--- config.mk ---
export PLATFORM = sky130hd
export DESIGN_NAME = ball_judge
export DESIGN_NICKNAME = d
export VERILOG_FILES = /design/src/rtl/ball_judge.sv
export SDC_FILE = /design/constraint.sdc
export NUM_CORES = 1
export LEC_CHECK = 0
export BUFFER_PORTS_ARGS = -buffer_cell sky130_fd_sc_hd__buf_2
export CAP_MARGIN = 20
export CORE_ASPECT_RATIO = 0.8
export CORE_MARGIN = 2
export CORE_UTILIZATION = 30
export DETAILED_ROUTE_END_ITERATION = 10
export PLACE_DENSITY = 0.61
export SYNTH_ARGS = -nofsm -noshare
export SYNTH_HDL_FRONTEND = slang
export SYNTH_SLANG_ARGS = --single-unit
--- constraint.sdc ---
create_clock -name i_clk -period 2.47 [get_ports i_clk]
set_input_delay 0.3705 -clock i_clk [delete_from_list [all_inputs] [get_ports i_clk]]
set_output_delay 0.3705 -clock i_clk [all_outputs]
set_load 0.1 [all_outputs]
--- src/rtl/ball_judge.sv ---
// Ball/paddle/floor judge: scores paddle hits, counts lives and sequences
// the serve/play/game-over flow for the bouncing-square animator.
module ball_judge #(
  parameter int unsigned D_HEIGHT     = 480,
  parameter int unsigned LIVES        = 3,
  parameter int unsigned SCORE_W      = 8,
  parameter int unsigned SERVE_FRAMES = 60
) (
  input  logic               i_clk,
  input  logic               i_rst_n,
  input  logic               i_ani_stb,
  input  logic               i_start,
  input  logic [11:0]        i_bx1,
  input  logic [11:0]        i_bx2,
  input  logic [11:0]        i_by1,
  input  logic [11:0]        i_by2,
  input  logic [11:0]        i_px1,
  input  logic [11:0]        i_px2,
  input  logic [11:0]        i_py1,
  output logic               o_animate,
  output logic               o_ball_rst,
  output logic               o_hit,
  output logic               o_miss,
  output logic [SCORE_W-1:0] o_score,
  output logic [3:0]         o_lives,
  output logic [1:0]         o_state
);

  localparam int unsigned      CNT_W      = (SERVE_FRAMES > 1) ? $clog2(SERVE_FRAMES) : 1;
  localparam logic [CNT_W-1:0] SERVE_LAST = CNT_W'(SERVE_FRAMES - 1);
  localparam logic [11:0]      FLOOR_ROW  = 12'(D_HEIGHT - 1);
  localparam logic [3:0]       LIVES_INIT = 4'(LIVES);

  typedef enum logic [1:0] {
    S_IDLE  = 2'd0,
    S_SERVE = 2'd1,
    S_PLAY  = 2'd2,
    S_OVER  = 2'd3
  } state_t;

  state_t             state_q, state_d;
  logic [SCORE_W-1:0] score_q, score_d;
  logic [3:0]         lives_q, lives_d;
  logic [CNT_W-1:0]   cnt_q, cnt_d;
  logic               lock_q, lock_d;
  logic               animate_q, animate_d;
  logic               ball_rst_q, ball_rst_d;
  logic               hit_q, hit_d;
  logic               miss_q, miss_d;

  logic hit_cond, miss_cond, scored;

  assign hit_cond  = (i_by2 >= i_py1) && (i_by1 < i_py1) &&
                     (i_bx2 >= i_px1) && (i_bx1 <= i_px2);
  assign miss_cond = (i_by2 >= FLOOR_ROW);
  assign scored    = hit_cond && !lock_q;

  always_comb begin
    state_d    = state_q;
    score_d    = score_q;
    lives_d    = lives_q;
    cnt_d      = cnt_q;
    lock_d     = lock_q;
    ball_rst_d = 1'b0;
    hit_d      = 1'b0;
    miss_d     = 1'b0;

    case (state_q)
      S_IDLE, S_OVER: begin
        if (i_start) begin
          ball_rst_d = 1'b1;
          score_d    = '0;
          lives_d    = LIVES_INIT;
          cnt_d      = '0;
          lock_d     = 1'b0;
          state_d    = S_SERVE;
        end
      end
      S_SERVE: begin
        if (i_ani_stb) begin
          if (cnt_q == SERVE_LAST) begin
            cnt_d   = '0;
            state_d = S_PLAY;
          end else begin
            cnt_d = cnt_q + CNT_W'(1);
          end
        end
      end
      S_PLAY: begin
        if (i_ani_stb) begin
          // Lock is held from a scored hit until the ball rises above the paddle top.
          if (scored) begin
            hit_d  = 1'b1;
            lock_d = 1'b1;
            if (score_q != '1) score_d = score_q + SCORE_W'(1);
          end else if (i_by2 < i_py1) begin
            lock_d = 1'b0;
          end
          if (miss_cond && !scored) begin
            miss_d  = 1'b1;
            lives_d = lives_q - 4'd1;
            if (lives_q == 4'd1) begin
              state_d = S_OVER;
            end else begin
              ball_rst_d = 1'b1;
              lock_d     = 1'b0;
              cnt_d      = '0;
              state_d    = S_SERVE;
            end
          end
        end
      end
      default: state_d = S_IDLE;
    endcase

    animate_d = (state_d == S_PLAY);
  end

  always_ff @(posedge i_clk or negedge i_rst_n) begin
    if (!i_rst_n) begin
      state_q    <= S_IDLE;
      score_q    <= '0;
      lives_q    <= LIVES_INIT;
      cnt_q      <= '0;
      lock_q     <= 1'b0;
      animate_q  <= 1'b0;
      ball_rst_q <= 1'b0;
      hit_q      <= 1'b0;
      miss_q     <= 1'b0;
    end else begin
      state_q    <= state_d;
      score_q    <= score_d;
      lives_q    <= lives_d;
      cnt_q      <= cnt_d;
      lock_q     <= lock_d;
      animate_q  <= animate_d;
      ball_rst_q <= ball_rst_d;
      hit_q      <= hit_d;
      miss_q     <= miss_d;
    end
  end

  assign o_animate  = animate_q;
  assign o_ball_rst = ball_rst_q;
  assign o_hit      = hit_q;
  assign o_miss     = miss_q;
  assign o_score    = score_q;
  assign o_lives    = lives_q;
  assign o_state    = state_q;

endmodule

Yosys cells after proc, flatten, opt, wreduce, memory -nomap -nowiden:

Cells that the tools add are included.

* eq/ne operators: 14
* order comparisons: 6
* multiplexer cells: 41
* reductions and logical operators: 14
* add/sub/neg operators: 3

Operators by type and width (number)
* 2-to-1 mux 6 bit: 6
* 2-to-1 mux 8 bit: 4
* >= comparator 12 bit: 2
* < comparator 12 bit: 2
* one-hot mux 6 bit (3 select lines): 1
* 2-to-1 mux 1 bit: 16
* one-hot mux 8 bit (2 select lines): 1
* inequality test 2 bit, second input constant: 7
* >= comparator 12 x 9 -> 1 bit, second input constant: 1
* <= comparator 12 bit: 1
* 2-to-1 mux 2 bit: 6
* 2-to-1 mux 4 bit: 3
* AND reduction 5 bit: 2
* adder 8 x 1 -> 8 bit, second input constant: 1
* inequality test 8 bit, second input constant: 1
* one-hot mux 4 bit (2 select lines): 1
* adder 6 x 1 -> 6 bit, second input constant: 1
* == test 2 bit, second input constant: 3
* == test 6 bit, second input constant: 1
* one-hot mux 2 bit (3 select lines): 1
* logical AND 1 bit: 5
* == test 4 x 1 -> 1 bit, second input constant: 1
* one-hot mux 1 bit (2 select lines): 2
* AND reduction 4 bit: 1
* other kinds (7): 8

* input bits: 88
* logic and storage cells: 87
* output and inout port bits: 18
* register bits after elaboration: 25

Logic depth before layout (Yosys ltp):

* depth after elaboration: 11
* gate-level depth with buffers: 11
* mapped depth without buffers: 10

Least setup slack after synthesis:

OpenSTA, ideal clock, no wires.

* path type: input-to-reg
* start: input i_px1[10]
* end: register score_q[0], in the netlist o_score[0]
* path buffers: 0
* arrival: 2.836 ns
* slack: -0.495 ns
* required time: 2.341 ns
* stages on the path: 10
* setup time: 0.129 ns
* path through: inv_1 ha_1 nand4_1 or3_1 o32a_1 a211o_1 nor4_4 a21oi_2 or2_2 mux2_1

* cells in the longest elaborated chain, start to end: 6

Ends and longest elaborated chain
* start: declaration: line 17 `input logic [11:0] i_px1,`
* >= comparator 12 bit: line 54 `(i_bx2 >= i_px1) && (i_bx1 <= i_px2);`
* logical AND 1 bit: line 53 `assign hit_cond = (i_by2 >= i_py1) && (i_by1 < i_py1) &&`
* logical AND 1 bit: line 54
* logical AND 1 bit: line 56 `assign scored = hit_cond && !lock_q;`
* inequality test 2 bit (no source line)
* AND reduction 5 bit (no source line)
* end signal: assignment: line 132 `score_q <= score_d;`
* end: declaration: line 42 `logic [SCORE_W-1:0] score_q, score_d;`

Every way passes these cells.
A chain may end at the register's enable or synchronous reset.

Worst setup path after layout:

* start: input i_px1[10]
* end: register animate_q, in the netlist o_animate

* cells in the longest elaborated chain, start to end: 10

Ends and longest elaborated chain
* >= comparator 12 bit: line 54
* logical AND 1 bit: line 53
* logical AND 1 bit: line 54
* logical AND 1 bit: line 56
* zero test 1 bit: line 99 `if (miss_cond && !scored) begin`
* logical AND 1 bit: line 99
* 2-to-1 mux 2 bit: line 99
* 2-to-1 mux 2 bit: line 90 `if (i_ani_stb) begin`
* one-hot mux 2 bit (3 select lines): line 68 `case (state_q)`
* named net state_d[1]: line 41 `state_t state_q, state_d;`
* == test 2 bit: line 116 `animate_d = (state_d == S_PLAY);`
* named net animate_d: line 46 `logic animate_q, animate_d;`
* end signal: assignment: line 136 `animate_q <= animate_d;`
* end: declaration: line 46

The timed path passes the listed nets, and every way through them passes these cells.

==> metrics.csv <==
metric,value,unit
status,finished with violations,
failing checks,setup timing,
row count,30,
Netlist cell types,46,
Worst slew margin,59.1,%
antenna violations before repair,0,
setup_tns,-2040,ps
die area,0.00948,mm2
final worst setup slack,-157,ps
H-tree depth,1,
Core Area,0.00848,mm2
number of inserted diodes,0,
Leakage Power,2.17,nW
"area leader, netlist",ha_1,
Synth Warn #,0,
met3 global-route usage,2.69,%
via/cell ratio,4.79,
GRT overflow,0,
die height,87.5,um
Final Cycle Share,106,%
"most common cell after layout, fill and taps aside",buf_2,
Longest Clk Path Bufs,2,
Fin. Hold Viols,0,
Mapped Area,0.00261,mm2
# IOs,106,
Post-DP HPWL,5990,um
register area share after synthesis,24.0,%
Post-Syn Area per Cell,8.27,um2
initial DRC count,99,
share of cells above drive strength 1,45.4,%
Placer Congestion,0.855,
Synth area leaders,"ha_1, dfrtp_1, inv_1, nand2_1, a21oi_1",
Syn Nets,457,
Max Slew Vio Count,0,
most frequent cells in the layout,"buf_2, ha_1, buf_4",
All-Layer GR Usage,15.7,%
drt first pass iters,4,
Synth top area share,25.4,%
critical path endpoint category,flip-flop,
Slew @ Worst Pin,614,ps
critical path arrival,2840,ps
minimum clock period,2630,ps
Layout Skew,8.92,ps
via count,2774,
Max Cap Viol,0,
grt met1 use,21.1,%
Root Buffer,clkbuf_8,
RSZ-0062 raised after global routing,true,
routed length per placed instance,12.8,um
post-layout net count,609,
Post-synth EDFFs,0,
largest net degree at the start of global routing,26,
vias in the first global route,2743,
remaining antenna violation count after routing,0,
fill cell count,816,
Hold/Removal Path Class,in -> async,
Clock transition at path regs,100,ps
Cells after Synth,316,
Most Crowded Layer GR,met2,
WS Path Type,in -> reg,
WL final,7410,um
setup violators final,19,
initial core utilization,30.8,%
clock insertion delay at the later pin of the skew report,280,ps
Max Fclk,381,MHz
#FFs+latches synth,25,
asr flop ratio synth,100,%
worst slack at placement,-569,ps
CTS buffer count,3,
Die X,108,um
maximum VDD drop,398,uV
global-route wire length before repair,12200,um
Worst Path Max Fanout,4,
PortBufs,105,
clock tree sinks,25,
critical path required time,2680,ps
critical path launch point type,input pin,
met2 usage,27.6,%
Area Growth Syn to Fin,58.5,%
Power Density,463,mW/mm2
predominant post-synthesis flop cell,dfrtp_1,
number of remaining DRC errors,0,
TritonCTS clock tree,built,
-- registers in the layout, indices dropped and copies added, names as in the netlist --
register,flops
o_state,2
cnt_q,6
o_animate,1
o_score,8
lock_q,1
o_ball_rst,1
o_miss,1
o_hit,1
o_lives,4
-- area by class of cell --
class,instances,area [um2],share of cell area [%]
inverter,45,219,5.29
multi-input combinational,242,2110,50.8
timing repair buffer,151,1000,24.2
tap,112,140,3.38
clock inverter,1,5.00,0.121
clock buffer,3,41.3,0.997
sequential,25,631,15.2
-- Yosys cell counts, types with 3 or more instances --
master / instances
nand4_1: 9
or4_1: 6
nor2b_1: 11
inv_1: 45
o211ai_1: 3
and3_1: 7
clkbuf_1: 3
nor3_1: 3
a21o_1: 8
dfrtp_1: 23
a31oi_1: 3
a21oi_1: 17
o31ai_1: 4
nand3_1: 12
nor2_1: 10
nand2b_1: 10
o21ai_0: 17
nand2_1: 33
ha_1: 53
-- critical path, stage by stage --
cell	delay [ps]
buf_6	70
inv_4	30
ha_4	250
nand4_1	120
or3_1	400
o32a_1	300
a211o_1	370
o31a_4	330
a2111o_1	380
nand2_2	90
nor2b_4	130
-- layer usage --
layer	wire, um	share of wire [%]
met5	0	0
met4	19	0.26
met3	457	6.2
met2	3490	47
met1	3440	46
-- worst paths after layout --
| check | from | end | slack [ps] | cells past startpoint |
|---|---|---|---|---|
| max in group asynchronous | i_rst_n | o_state[0] | 1940 | 1 |
| min reg2reg | cnt_q[5] | cnt_q[5] | 520 | 1 |
| min in group i_clk | i_start | o_ball_rst | 400 | 3 |
| max | i_px1[10] | o_animate | -160 | 11 |
| max reg2reg | o_state[0] | o_score[3] | 290 | 8 |
| min | i_rst_n | o_score[0] | 90 | 1 |
-- cells by family after synthesis --
| group | Yosys count | share of synthesized area (%) |
|---|---|---|
| compound gates | 75 | 19.2 |
| xor+xnor | 2 | 0.670 |
| simple gates | 109 | 22.2 |
| flops | 25 | 24.0 |
| mux | 3 | 1.20 |
| buf+inv | 49 | 7.32 |
| fa+ha+maj | 53 | 25.4 |
-- per-stage QoR --
step           util (%)  hold WS (ps)  area [um2]  power [mW]  instances
6_report           48.8          93.0        4140        1.92        579
5_1_grt            48.8           130        4140        2.07        579
4_1_cts            47.9           105        4070        1.86        580
3_5_place_dp       44.9           414        3810        1.48        569
3_3_place_gp       44.9           408        3810        1.47        569
2_1_floorplan         -          74.9        2840        1.14        316
-- what timing repair did --
item / in CTS / in global routing
buffers inserted: 8 / 0
pin swaps: 30 / 6
hold buffers: 0 / 0
cloned: 1 / 0
setup endpoints to repair: 23 / 24
gates resized for setup: 46 / 20
-- report_power, final --
group / total (mW) / switching, mW / internal, mW
sequential: 0.493 / 0.0414 / 0.451
combinational: 1.17 / 0.670 / 0.502
clock: 0.254 / 0.141 / 0.113
total: 1.92 / 0.853 / 1.07
(Power assumes the default switching activity.)
